File: src/rtl/alu_pkg.sv
`default_nettype none
// ============================================================================
// Module   : alu_pkg
// Brief    : ALU function codes and multicycle ALU FSM state encoding
// Revision : 1.0 - initial release
// ============================================================================
package alu_pkg;

    // Same encoding as the ALU control decoder output
    localparam logic [1:0] ALU_ADD   = 2'b00;
    localparam logic [1:0] ALU_SUB   = 2'b01;
    localparam logic [1:0] ALU_OR    = 2'b10;
    localparam logic [1:0] ALU_SHIFT = 2'b11;

    typedef enum logic [1:0] {
        ST_IDLE  = 2'd0,
        ST_SHIFT = 2'd1,
        ST_DONE  = 2'd2
    } state_e;

endpackage : alu_pkg
`default_nettype wire

File: src/rtl/alu_core.sv
`default_nettype none
// ============================================================================
// Module   : alu_core
// Brief    : Combinational ADD/SUB/OR with signed overflow detection
// Revision : 1.0 - initial release
// ============================================================================
module alu_core
    import alu_pkg::*;
#(
    parameter int WIDTH = 32
) (
    input  logic [1:0]       func_i,
    input  logic [WIDTH-1:0] a_i,
    input  logic [WIDTH-1:0] b_i,
    output logic [WIDTH-1:0] result_o,
    output logic             overflow_o
);

    logic [WIDTH-1:0] sum;
    logic [WIDTH-1:0] diff;

    assign sum  = a_i + b_i;
    assign diff = a_i + ~b_i + {{(WIDTH-1){1'b0}}, 1'b1};

    always_comb begin
        result_o   = '0;
        overflow_o = 1'b0;
        case (func_i)
            ALU_ADD: begin
                result_o   = sum;
                overflow_o = (a_i[WIDTH-1] == b_i[WIDTH-1]) &&
                             (sum[WIDTH-1] != a_i[WIDTH-1]);
            end
            ALU_SUB: begin
                result_o   = diff;
                overflow_o = (a_i[WIDTH-1] != b_i[WIDTH-1]) &&
                             (diff[WIDTH-1] != a_i[WIDTH-1]);
            end
            ALU_OR:  result_o = a_i | b_i;
            default: result_o = '0;
        endcase
    end

endmodule : alu_core
`default_nettype wire

File: src/rtl/multicycle_alu.sv
`default_nettype none
// ============================================================================
// Module   : multicycle_alu
// Brief    : Execute-stage ALU; single-cycle ADD/SUB/OR, bit-serial SLL
// Revision : 1.0 - initial release
// ============================================================================
module multicycle_alu
    import alu_pkg::*;
#(
    parameter int WIDTH   = 32,
    parameter int SHAMT_W = 5
) (
    input  logic               clk,
    input  logic               rst_n,
    input  logic               start,
    input  logic [1:0]         ALU_function,
    input  logic [WIDTH-1:0]   src1,
    input  logic [WIDTH-1:0]   src2,
    input  logic [SHAMT_W-1:0] shamt,
    output logic [WIDTH-1:0]   result,
    output logic               zero,
    output logic               overflow,
    output logic               busy,
    output logic               done
);

    state_e               state_q, state_d;
    logic [WIDTH-1:0]     shreg_q, shreg_d;
    logic [SHAMT_W-1:0]   cnt_q, cnt_d;
    logic [WIDTH-1:0]     result_q, result_d;
    logic                 zero_q, zero_d;
    logic                 ovf_q, ovf_d;

    logic [WIDTH-1:0]     core_result;
    logic                 core_ovf;
    logic                 accept;
    logic [WIDTH-1:0]     shifted;

    alu_core #(.WIDTH(WIDTH)) u_core (
        .func_i     (ALU_function),
        .a_i        (src1),
        .b_i        (src2),
        .result_o   (core_result),
        .overflow_o (core_ovf)
    );

    assign accept  = start && (state_q != ST_SHIFT);
    assign shifted = shreg_q << 1;

    always_comb begin
        state_d  = state_q;
        shreg_d  = shreg_q;
        cnt_d    = cnt_q;
        result_d = result_q;
        zero_d   = zero_q;
        ovf_d    = ovf_q;
        if (accept) begin
            if (ALU_function != ALU_SHIFT) begin
                result_d = core_result;
                zero_d   = (core_result == '0);
                ovf_d    = core_ovf;
                state_d  = ST_DONE;
            end else if (shamt == '0) begin
                result_d = src1;
                zero_d   = (src1 == '0);
                ovf_d    = 1'b0;
                state_d  = ST_DONE;
            end else begin
                shreg_d  = src1;
                cnt_d    = shamt;
                state_d  = ST_SHIFT;
            end
        end else if (state_q == ST_SHIFT) begin
            shreg_d = shifted;
            cnt_d   = cnt_q - 1'b1;
            // Final step: publish the shifted value together with its flags
            if (cnt_q == SHAMT_W'(1)) begin
                result_d = shifted;
                zero_d   = (shifted == '0);
                ovf_d    = 1'b0;
                state_d  = ST_DONE;
            end
        end else if (state_q == ST_DONE) begin
            state_d = ST_IDLE;
        end
    end

    always_ff @(posedge clk or negedge rst_n) begin
        if (!rst_n) begin
            state_q  <= ST_IDLE;
            shreg_q  <= '0;
            cnt_q    <= '0;
            result_q <= '0;
            zero_q   <= 1'b0;
            ovf_q    <= 1'b0;
        end else begin
            state_q  <= state_d;
            shreg_q  <= shreg_d;
            cnt_q    <= cnt_d;
            result_q <= result_d;
            zero_q   <= zero_d;
            ovf_q    <= ovf_d;
        end
    end

    assign result   = result_q;
    assign zero     = zero_q;
    assign overflow = ovf_q;
    assign busy     = (state_q == ST_SHIFT);
    assign done     = (state_q == ST_DONE);

endmodule : multicycle_alu
`default_nettype wire

File: config.mk
export PLATFORM = sky130hd
export DESIGN_NAME = multicycle_alu
export DESIGN_NICKNAME = d
export VERILOG_FILES = /design/src/rtl/alu_pkg.sv /design/src/rtl/alu_core.sv /design/src/rtl/multicycle_alu.sv
export SDC_FILE = /design/constraint.sdc
export NUM_CORES = 1
export LEC_CHECK = 0
export BUFFER_PORTS_ARGS = -buffer_cell sky130_fd_sc_hd__buf_2
export CAP_MARGIN = 20
export CORE_ASPECT_RATIO = 1.5
export CORE_UTILIZATION = 26
export CTS_BUF_LIST = sky130_fd_sc_hd__clkbuf_4
export DETAILED_ROUTE_END_ITERATION = 10
export GPL_TIMING_DRIVEN = 0
export PLACE_DENSITY = 0.4
export SLEW_MARGIN = 20
export SYNTH_ARGS = -nofsm -noshare
export SYNTH_HDL_FRONTEND = slang
export SYNTH_SLANG_ARGS = --single-unit
File: constraint.sdc
create_clock -name clk -period 2.7 [get_ports clk]
set_input_delay 0.135 -clock clk [delete_from_list [all_inputs] [get_ports clk]]
set_output_delay 0.135 -clock clk [all_outputs]
set_load 0.01 [all_outputs]
==> summary.txt, run 1 <==
Status
  – Result of the run: finished with violations
  – Violated checks: hold timing, setup timing

Timing
  – Hold Violations, Final: 1
  – Accumulated negative setup slack: -0.292 ns
  – Period utilisation layout: 106%
  – Relative slew slack: 30.0%
  – Min cycle time layout: 2.87 ns
  – Worst clock skew: 0.0218 ns
  – Worst path setup slack after routing: -0.167 ns
  – Worst slack on hold paths: -0.00309 ns
  – Setup violation total in the final timing report: 3
  – Peak clock frequency supported by timing: 0.349 GHz
  – Transition time of the tightest slew-check pin: ~1.0 ns
  – Number of slew-limit violations in the final report: 0
  – Setup repair after global routing missed its margin: yes

Final layout
  – Storage element area: between 1500 and 2000 um^2
  – Fillcell total: around 3,800
  – P&R area growth vs syn: 30.1%
  – Layout cells sized above 1: between 20 and 30%
  – Nets: 1,555
  – Area used by multi-input combinational logic: 7370 um^2
  – Cell area after layout: ~12,000 um^2

CTS
  – Total clock buffers created by CTS: 9
  – Clk pin slew, worst setup/hold paths: around 0.14 ns
  – Insertion delay to the later sink of the worst-skew pair: 0.49 ns
  – Clock Root Buffer: clkbuf_4
  – Count of clock tree sinks: 72
  – CTS tree: done
  – # H-tree levels: 3
  – Max clock buf depth: 2

Logic synthesis
  – Post-Syn Nets: between 1,000 and 1,500
  – Cell types occupying the most area after synthesis: dfrtp_1, ha_1, a21oi_1, nand2_1, nor2_1
  – Gate count of the mapped netlist: roughly 1,200
  – Portion of the post-synthesis area used by sequential elements: 19.6%
  – Post-Synthesis Cell Area: a little over 9000 um^2
  – Ranking of synthesized cells by instance count: nand2_1, ha_1, nor2_1, inv_1, a21oi_1
  – Share of synthesized registers carrying an async set or reset: 100%
  – Dominant cell type by area after synthesis: dfrtp_1
  – Number of synthesized flops with an enable pin: 0
  – Most used flip-flop cell after synthesis: dfrtp_1
  – Total of flip-flops plus latches after synthesis: 72
  – Count of different cell masters after synthesis: around 100
  – Total of warnings raised by yosys: 0
  – Area share of the leading cell type in the synthesized netlist: between 10% and 20%
  – Most common cell in the netlist: nand2_1
  – Mean post-synth cell area: between 7 and 8 um^2

Power and ir drop
  – Overall power of the completed layout: between 6 and 7 mW
  – Maximum resistive drop on vdd: roughly 0.00024 V
  – Areal power density over the cells: 515 nW/um^2
  – P_leak: 5.17 nW

Placed design
  – Number of buffers added on ports: roughly 110
  – Final HPWL DP: between 30,000 and 40,000 um
  – Pre-CTS setup slack: -1.29 ns
  – Placed Area: 10,400 um^2
  – GP Congestion: between 0.9 and 1

Drt
  – Routed wirelength normalized by instance count: 23.1 um
  – Number of vias in the routed layout: approximately 10,000
  – Post-detailed-routing wire length: roughly 43,000 um
  – Detail-routed via count per cell: between 5 and 6
  – ANT nets after route: 0
  – DRC Markers: 0
  – Router iterations before antenna repair: 7
  – DRT iter0 DRCs: 616

Setup path
  – Crit path max fanout: 2
  – Required @ worst endpoint: 3.13 ns
  – Data arrival time of the critical path: between 3 and 4 ns
  – Nature of the critical path endpoint: register
  – Critical Path Start Type: register
  – Startpoint-to-endpoint class of the critical path: reg2reg

Floorplanning
  – Floorplan row count: 84
  – Starting density of the core: between 20% and 30%
  – Horizontal die dimension: around 160 um
  – Die Y: 232 um
  – Top-level I/O count: 110
  – Core footprint: roughly 35,000 um^2
  – Die Area: 36,100 um^2

Global route
  – Pin count of the biggest net entering global routing: 46
  – Aggregate global-route resource usage: around a quarter
  – Sum of overflow across all layers after global routing: 0
  – Number of antenna violations at the first check in global routing: 1
  – Number of global-route vias before repair: roughly 10,000
  – Global-route wire length before repair: roughly 63,000 um

Flow run
  – MaxCap Viol Count: 0

Worst hold path
  – Worst min-delay path category: in2reg
-- state kept, by name, indices dropped and copies added (netlist names) --
register,count
cnt_q,5
overflow,1
result,32
shreg_q,31
state_q,2
zero,1
-- critical path, stage by stage (launching register included) --
cell and delay (ns):
dfrtp_1 0.41, inv_2 0.08, ha_4 0.12, nor4b_4 0.29, a22oi_2 0.16, a2111oi_4 0.33
o311ai_1 0.16, nor4_2 0.25, nand4_1 0.20, nor4_4 0.32, o2111a_1 0.25, nand4_1 0.10
o21ai_1 0.14
-- cell families (layout without fill, tap and decap cells) --
family | Yosys count | after routing | share of synthesized area [%]
AOI/OAI and AO/OA | 383 | 383 | 28.6
xor gates and xnor gates | 22 | 22 | 2.10
adders and majority gates | 109 | 109 | 15.0
buffers and inverters | 188 | 365 | 9.40
DFF | 72 | 72 | 19.6
muxes | 47 | 47 | 5.25
other | 0 | 1 | 0
and+or+nand+nor | 379 | 379 | 20.1
-- area by class of cell --
type                       count  share of cell area, %
multi-input combinational    940                   61.6
sequential                    72                   15.1
timing repair buffer         163                   9.19
tap                          473                   4.95
buffer                        71                   4.21
inverter                     115                   3.63
clock inverter                 7                  0.795
clock buffer                   9                  0.565
antenna                        1                 0.0209
-- through the flow --
step / util [%] / instances
floorplan: - / 1200
global placement: 29.6 / 1781
detailed placement: 29.7 / 1782
CTS: 32.5 / 1837
global route: 34.3 / 1851
finish: 34.3 / 1851
-- layout by cell type (no fill, tap or decap), drive strengths merged, types with 21 or more instances in the layout --
cell type  count
nor2         105
buf          161
o21ai         90
nand2        118
ha           107
xnor2         21
dfrtp         72
clkbuf        66
a21oi         95
mux2i         40
nor4          35
nor3          26
o31ai         26
inv          116
-- layer usage --
metal / vias up / share of wire, % / global-route usage [%]
met5: - / 0 / 0
met4: 0 / 3.6 / 8.79
met3: 74 / 3.5 / 1.79
met2: 307 / 53 / 45.1
met1: 4908 / 40 / 27.4
li1: 4699 / - / -
-- final timing paths --
path / startpoint / to / slack [ns] / cells past startpoint
max: cnt_q[1] / zero / -0.17 / 12
min: src1[6] / shreg_q[6] / -0.003 / 3
max reg2reg: cnt_q[1] / zero / -0.17 / 12
min reg2reg: result[16] / result[16] / 0.48 / 1
max in group asynchronous: rst_n / result[26] / 1.98 / 3
min in group asynchronous: rst_n / shreg_q[5] / 0.11 / 2
-- repair_timing --
item | CTS | global route
endpoints found under the setup margin | 19 | 25
resized for setup | 110 | 131
buffers inserted | 26 | 13
pin swaps | 34 | 41
endpoints found under the hold margin | 86 | 1
hold buffers | 15 | 1
-- report_power, final --
| group | leakage, nW | total (mW) | switching [mW] | internal [mW] |
|---|---|---|---|---|
| Clock | 0.0762 | 0.827 | 0.453 | 0.374 |
| Combinational | 4.20 | 3.38 | 2.03 | 1.35 |
| Sequential | 0.899 | 1.95 | 0.437 | 1.52 |
Note: power is estimated with default switching activity, not from simulation.
==> run 2: changes to the inputs <==
CTS_BUF_LIST = default   (was sky130_fd_sc_hd__clkbuf_4)
==> summary.txt, run 2 (synthesis results as in run 1) <==
Drt
  – DRT iter0 DRCs: 596
  – Routed wirelength normalized by instance count: around 23 um
  – Detail-routed via count per cell: about 5.4
  – Number of vias in the routed layout: ~10,000
  – DRC Markers: 0
  – Post-detailed-routing wire length: about 43,000 um
  – ANT nets after route: 0
  – Router iterations before antenna repair: 5

Power and ir drop
  – Switching portion of total power: roughly 44%
  – Maximum resistive drop on vdd: between 0.0004 and 0.0005 V
  – P_leak: between 5 and 6 nW
  – Power Internal: about 3.8 mW
  – Reported net switching power: 3.03 mW
  – Overall power of the completed layout: slightly below 7 mW
  – Areal power density over the cells: about 540 nW/um^2
  – Part of the power in combinational logic: 51.8%
  – Clock share of power: around 20%
  – Sequential Power Share: between 20% and 30%

Final layout
  – Cell area after layout: ~13,000 um^2
  – Fillcell total: between 3,000 and 4,000
  – Largest register FFs: 32
  – Nets: between 1,500 and 2,000
  – Antenna diodes: 0
  – Layout cells sized above 1: around 33%
  – P&R area growth vs syn: 38.4%
  – Most common cell after layout, fill and taps aside: nand2_1
  – Highest-count cells in the layout ignoring fill and taps: nand2_1, nor2_1, buf_2

Setup path
  – Startpoint-to-endpoint class of the critical path: in2reg
  – Count of cells along the worst register-to-register path: 12
  – Max incr delay on CP: between 0.4 and 0.5 ns
  – Setup slack on the worst flop-to-flop path: -0.13 ns
  – Critical Path Start Type: input port
  – Nature of the critical path endpoint: register
  – Required @ worst endpoint: 2.99 ns
  – Crit-path slowest cell: a2111oi_4
  – Data arrival time of the critical path: approximately 3.3 ns
  – Crit-path cells: buf_8 > ha_4 > inv_2 > fa_2 > and2b_1 > o211ai_1 > buf_4 > a2111oi_4 > o21a_1 > o31a_1 > nand2_1 > mux2_4 > o211ai_4 > buf_12 > nor4_4 > nand4_1 > o21ai_1
  – Crit path max fanout: 3

Timing
  – Hold Violations, Final: 0
  – Relative slew slack: between 20% and 30%
  – Setup violation total in the final timing report: 11
  – Period utilisation layout: 110%
  – Accumulated negative setup slack: -1.61 ns
  – Transition time of the tightest slew-check pin: approximately 1.1 ns
  – Number of slew-limit violations in the final report: 0
  – Setup repair after global routing missed its margin: yes
  – Peak clock frequency supported by timing: about 0.34 GHz
  – Min cycle time layout: 2.98 ns
  – Worst clock skew: 0.0110 ns
  – Worst path setup slack after routing: -0.280 ns

Global route
  – Global-route wire length before repair: approximately 64,000 um
  – Number of antenna violations at the first check in global routing: 0
  – Aggregate global-route resource usage: around 24%
  – Sum of overflow across all layers after global routing: 0
  – Pin count of the biggest net entering global routing: 46
  – Number of global-route vias before repair: around 10,000

Floorplanning
  – Top-level I/O count: 110
  – Starting density of the core: between 20% and 30%
  – Die Y: between 200 and 250 um
  – Horizontal die dimension: 156 um
  – Core footprint: 34,900 um^2
  – Die Area: between 30,000 and 40,000 um^2
  – Floorplan row count: 84

CTS
  – Clock Root Buffer: clkbuf_16
  – Count of clock tree sinks: between 70 and 80
  – Max clock buf depth: 2
  – Insertion delay to the later sink of the worst-skew pair: 0.36 ns
  – # H-tree levels: 3
  – Total clock buffers created by CTS: 9
  – Clk pin slew, worst setup/hold paths: about 0.060 ns
  – CTS tree: done

Worst hold path
  – Worst hold path cell count: 3
  – Worst min-delay path category: in2reg

Placed design
  – Final HPWL DP: 34,700 um
  – Number of buffers added on ports: roughly 110
  – GP Congestion: approximately 0.9
  – Placed Area: slightly above 10,000 um^2

Status
  – Violated checks: setup timing
  – Result of the run: finished with violations

Flow run
  – MaxCap Viol Count: 0
[run 2: cell count changes in the layout (fill, tap and decap cells not counted), moves of 9 or more]
cell,previous run,this run
clkbuf_16,0,9
buf_4,52,73
inv_4,1,11
inv_2,21,31
ha_4,12,22
clkbuf_4,19,2
inv_1,93,72
dlygate4sd3_1,16,1
buf_8,2,12
ha_1,90,81
[run 2: layer usage]
layer  routed length, um  track usage [%]
met1               17200             27.3
met2               23100             45.6
met3                1430             1.92
met4                1530             9.71
met5                   0                0
[run 2: path summary, 6_finish.rpt]
path | endpoint | startpoint
max | zero | src1[0]
min | cnt_q[2] | shamt[2]
max reg2reg | zero | cnt_q[1]
min reg2reg | result[18] | result[18]
max in group asynchronous | result[26] | rst_n
min in group asynchronous | shreg_q[6] | rst_n
[run 2: layout make-up]
cell class              instances  area [um^2]  area share, %
well taps                     473          592           4.65
plain buffers                  69          553           4.35
clock buffers                  10          239           1.88
flip-flops and latches         72         1800           14.2
inverters                     115          464           3.65
multi-input cells             940         7620           59.8
repair buffers                180         1370           10.8
clock inverters                 6         91.3          0.718
[run 2: worst max-delay path: cells and delay by family]
kind / cells / cell delay (ns)
AND/OR/NAND/NOR: 4 / 0.68
adder cells (fa/ha/maj): 2 / 0.46
multiplexers: 1 / 0.22
AO/OA/AOI/OAI: 6 / 1.31
buffers and inverters: 4 / 0.47
[run 2: what timing repair did]
action,CTS,global route
endpoints found under the setup margin,22,33
endpoints found under the hold margin,27,0
setup buffers,41,30
hold buffers,1,0
gates resized for setup,207,147
pin swaps,53,72
[run 2: per-stage QoR]
stage | setup WS (ns) | hold WS (ns) | std cells | util, %
after global routing | -0.389 | 0.0396 | 1865 | 36.5
after floorplan | -0.0783 | -0.161 | 1200 | -
after global placement | -1.32 | 0.397 | 1781 | 29.6
final | -0.280 | 0.0388 | 1865 | 36.5
after detailed placement | -1.29 | 0.104 | 1782 | 29.7
after CTS | -0.255 | 0.0299 | 1838 | 34.2
[run 2: power groups by stage]
| stage | clock network [mW] | registers [mW] | logic [mW] |
|---|---|---|---|
| floorplan | 0 | 1.92 | 1.78 |
| global placement | 0 | 1.97 | 2.93 |
| detailed placement | 0 | 1.98 | 2.95 |
| CTS | 1.38 | 1.96 | 3.33 |
| global route | 1.41 | 2.02 | 3.86 |
| finish | 1.35 | 1.96 | 3.55 |
==> run 3: changes to the inputs <==
CORE_MARGIN = 2   (was default)
==> summary.txt, run 3 (synthesis results as in run 1) <==
Timing
  – Relative slew slack: between 10% and 20%
  – Setup violation total in the final timing report: 10
  – Transition time of the tightest slew-check pin: about 1.3 ns
  – Worst path setup slack after routing: -0.249 ns
  – Period utilisation layout: 109%
  – Worst slack on hold paths: between 0.04 and 0.05 ns
  – Hold Violations, Final: 0
  – Number of slew-limit violations in the final report: 0
  – Worst clock skew: slightly below 0.008 ns
  – Min cycle time layout: about 3 ns
  – Peak clock frequency supported by timing: 0.339 GHz
  – Setup repair after global routing missed its margin: yes

Final layout
  – Highest-count cells in the layout ignoring fill and taps: nand2_1, nor2_1, ha_1
  – Largest register FFs: 32
  – Layout cells sized above 1: 34.1%
  – Storage element area: ~1800 um^2
  – Count of placed standard cells in the final layout, fillers left out: 1,869
  – Most common cell after layout, fill and taps aside: nand2_1
  – Antenna diodes: 0
  – P&R area growth vs syn: 41.7%
  – Nets: 1,574
  – Fillcell total: 3,671
  – Area used by multi-input combinational logic: 7850 um^2

Global route
  – Global-route wire length before repair: ~64,000 um
  – Most used routing layer: met2
  – Aggregate global-route resource usage: 23.2%
  – Number of antenna violations at the first check in global routing: 0
  – Pin count of the biggest net entering global routing: 42
  – Number of global-route vias before repair: ~10,000
  – Global routing usage on met2: between 40% and 50%
  – Met1 layer usage reported by global route: between 20% and 30%
  – Met3 usage: around 2.1%
  – Sum of overflow across all layers after global routing: 0

Power and ir drop
  – Overall power of the completed layout: a little over 7 mW
  – P_leak: approximately 5.6 nW
  – Areal power density over the cells: approximately 550 nW/um^2
  – Maximum resistive drop on vdd: approximately 0.00036 V

Drt
  – Post-detailed-routing wire length: 43,300 um
  – ANT nets after route: 0
  – Routed wirelength normalized by instance count: roughly 23 um
  – Number of vias in the routed layout: 10,112
  – Detail-routed via count per cell: 5.41
  – DRC Markers: 0
  – Router iterations before antenna repair: 5
  – DRT iter0 DRCs: approximately 660

Placed design
  – Number of buffers added on ports: 108
  – GP Congestion: 0.935
  – Final HPWL DP: 34,200 um
  – Cell Count Post-Placement: approximately 1,800

Worst hold path
  – Min-Delay Startpoint: shamt[2]
  – Worst min-delay path category: in2reg
  – Worst hold path cell count: 3

Floorplanning
  – Horizontal die dimension: 158 um
  – Die Area: 36,900 um^2
  – Starting density of the core: approximately a quarter
  – Core footprint: roughly 35,000 um^2
  – Floorplan row count: 84
  – Top-level I/O count: 110
  – Die Y: around 230 um

Setup path
  – Total number of cells along the worst setup path: 17
  – Crit path max-delay family: compound AO/OA/AOI/OAI gates
  – Crit path max fanout: 3
  – Nature of the critical path endpoint: register
  – Crit-path cells: buf_12 > ha_4 > inv_2 > fa_2 > and2b_1 > o211ai_1 > a2111oi_4 > buf_4 > nor2_4 > o211ai_1 > buf_4 > a21o_1 > a211oi_1 > o221ai_1 > o311a_1 > a211oi_2 > a21o_1
  – Startpoint of the worst-slack reg-to-reg timing path: state_q[0]
  – Data arrival time of the critical path: between 3 and 4 ns
  – Count of cells along the worst register-to-register path: 11
  – Crit-path slowest cell: a2111oi_4
  – Critical Path Start Type: input port
  – Count of buffering cells on the critical path with inverters included: 4
  – Required @ worst endpoint: ~3 ns
  – Startpoint-to-endpoint class of the critical path: in2reg
  – Max incr delay on CP: between 0.3 and 0.4 ns
  – Critical Path Source: src1[0]

CTS
  – Count of clock tree sinks: 72
  – Total clock buffers created by CTS: 9
  – # H-tree levels: 3
  – Max clock buf depth: 2
  – Clk pin slew, worst setup/hold paths: roughly 0.060 ns
  – CTS tree: done
  – Insertion delay to the later sink of the worst-skew pair: 0.35 ns
  – Clock Root Buffer: clkbuf_16

Status
  – Violated checks: setup timing
  – Result of the run: finished with violations

Flow run
  – MaxCap Viol Count: 0
## run 3: cell count changes in the layout (fill, tap and decap cells not counted), moves of 3 or more
cell / delta
nor3_2: +4
a21oi_1: -6
nor3_1: -4
clkbuf_4: +4
a21oi_2: -4
inv_4: -4
xnor2_2: +3
ha_1: +3
bufinv_16: +3
buf_12: -3
a21oi_4: +10
o31ai_4: +3
xnor2_1: -3
buf_6: +4
## run 3: layout make-up
type / instances / area share [%]
well taps: 473 / 4.54
clock inverters: 6 / 1.19
flip-flops and latches: 72 / 13.8
multi-input cells: 940 / 60.3
inverters: 115 / 3.59
plain buffers: 69 / 4.22
repair buffers: 184 / 10.6
clock buffers: 10 / 1.76
## run 3: routing by layer
metal | up-vias | share of wire [%]
li1 | 4737 | -
met1 | 4958 | 40
met2 | 308 | 51
met3 | 109 | 3.3
met4 | 0 | 5.4
met5 | - | 0
## run 3: timing repair
item                                    CTS  global route
endpoints found under the setup margin   23            36
hold endpoints to repair                 31             0
buffers inserted                         42            34
pin swaps                                68            79
resized for setup                       221           175
hold buffers                              1             0
## run 3: final timing paths
path	to	slack [ns]
setup / recovery	result[30]	-0.25
setup reg to reg	zero	-0.10
min in group asynchronous	shreg_q[4]	0.28
hold / removal	cnt_q[2]	0.05
hold reg to reg	result[18]	0.47
max in group asynchronous	result[26]	1.82
## run 3: stage by stage
stage / utilization [%] / setup slack [ns] / instance area (um^2) / setup TNS (ns)
detailed placement: 29.6 / -1.21 / 10400 / -19.68
finish: 37.2 / -0.249 / 13000 / -1.18
global placement: 29.5 / -1.28 / 10300 / -20.44
floorplan: - / -0.0783 / 9200 / -0.0839
CTS: 34.5 / -0.288 / 12100 / -0.614
global route: 37.2 / -0.317 / 13000 / -2.75
## run 3: where the power goes
part	switching [mW]	internal (mW)	total, mW
logic	2.14	1.51	3.65
clock network	0.489	1.09	1.58
registers	0.447	1.52	1.97
total	3.07	4.12	7.19
## run 3: tightest hold or removal path, stage by stage
cell,delay (ns)
buf_2,0.10
a32oi_1,0.05
o21ai_1,0.06
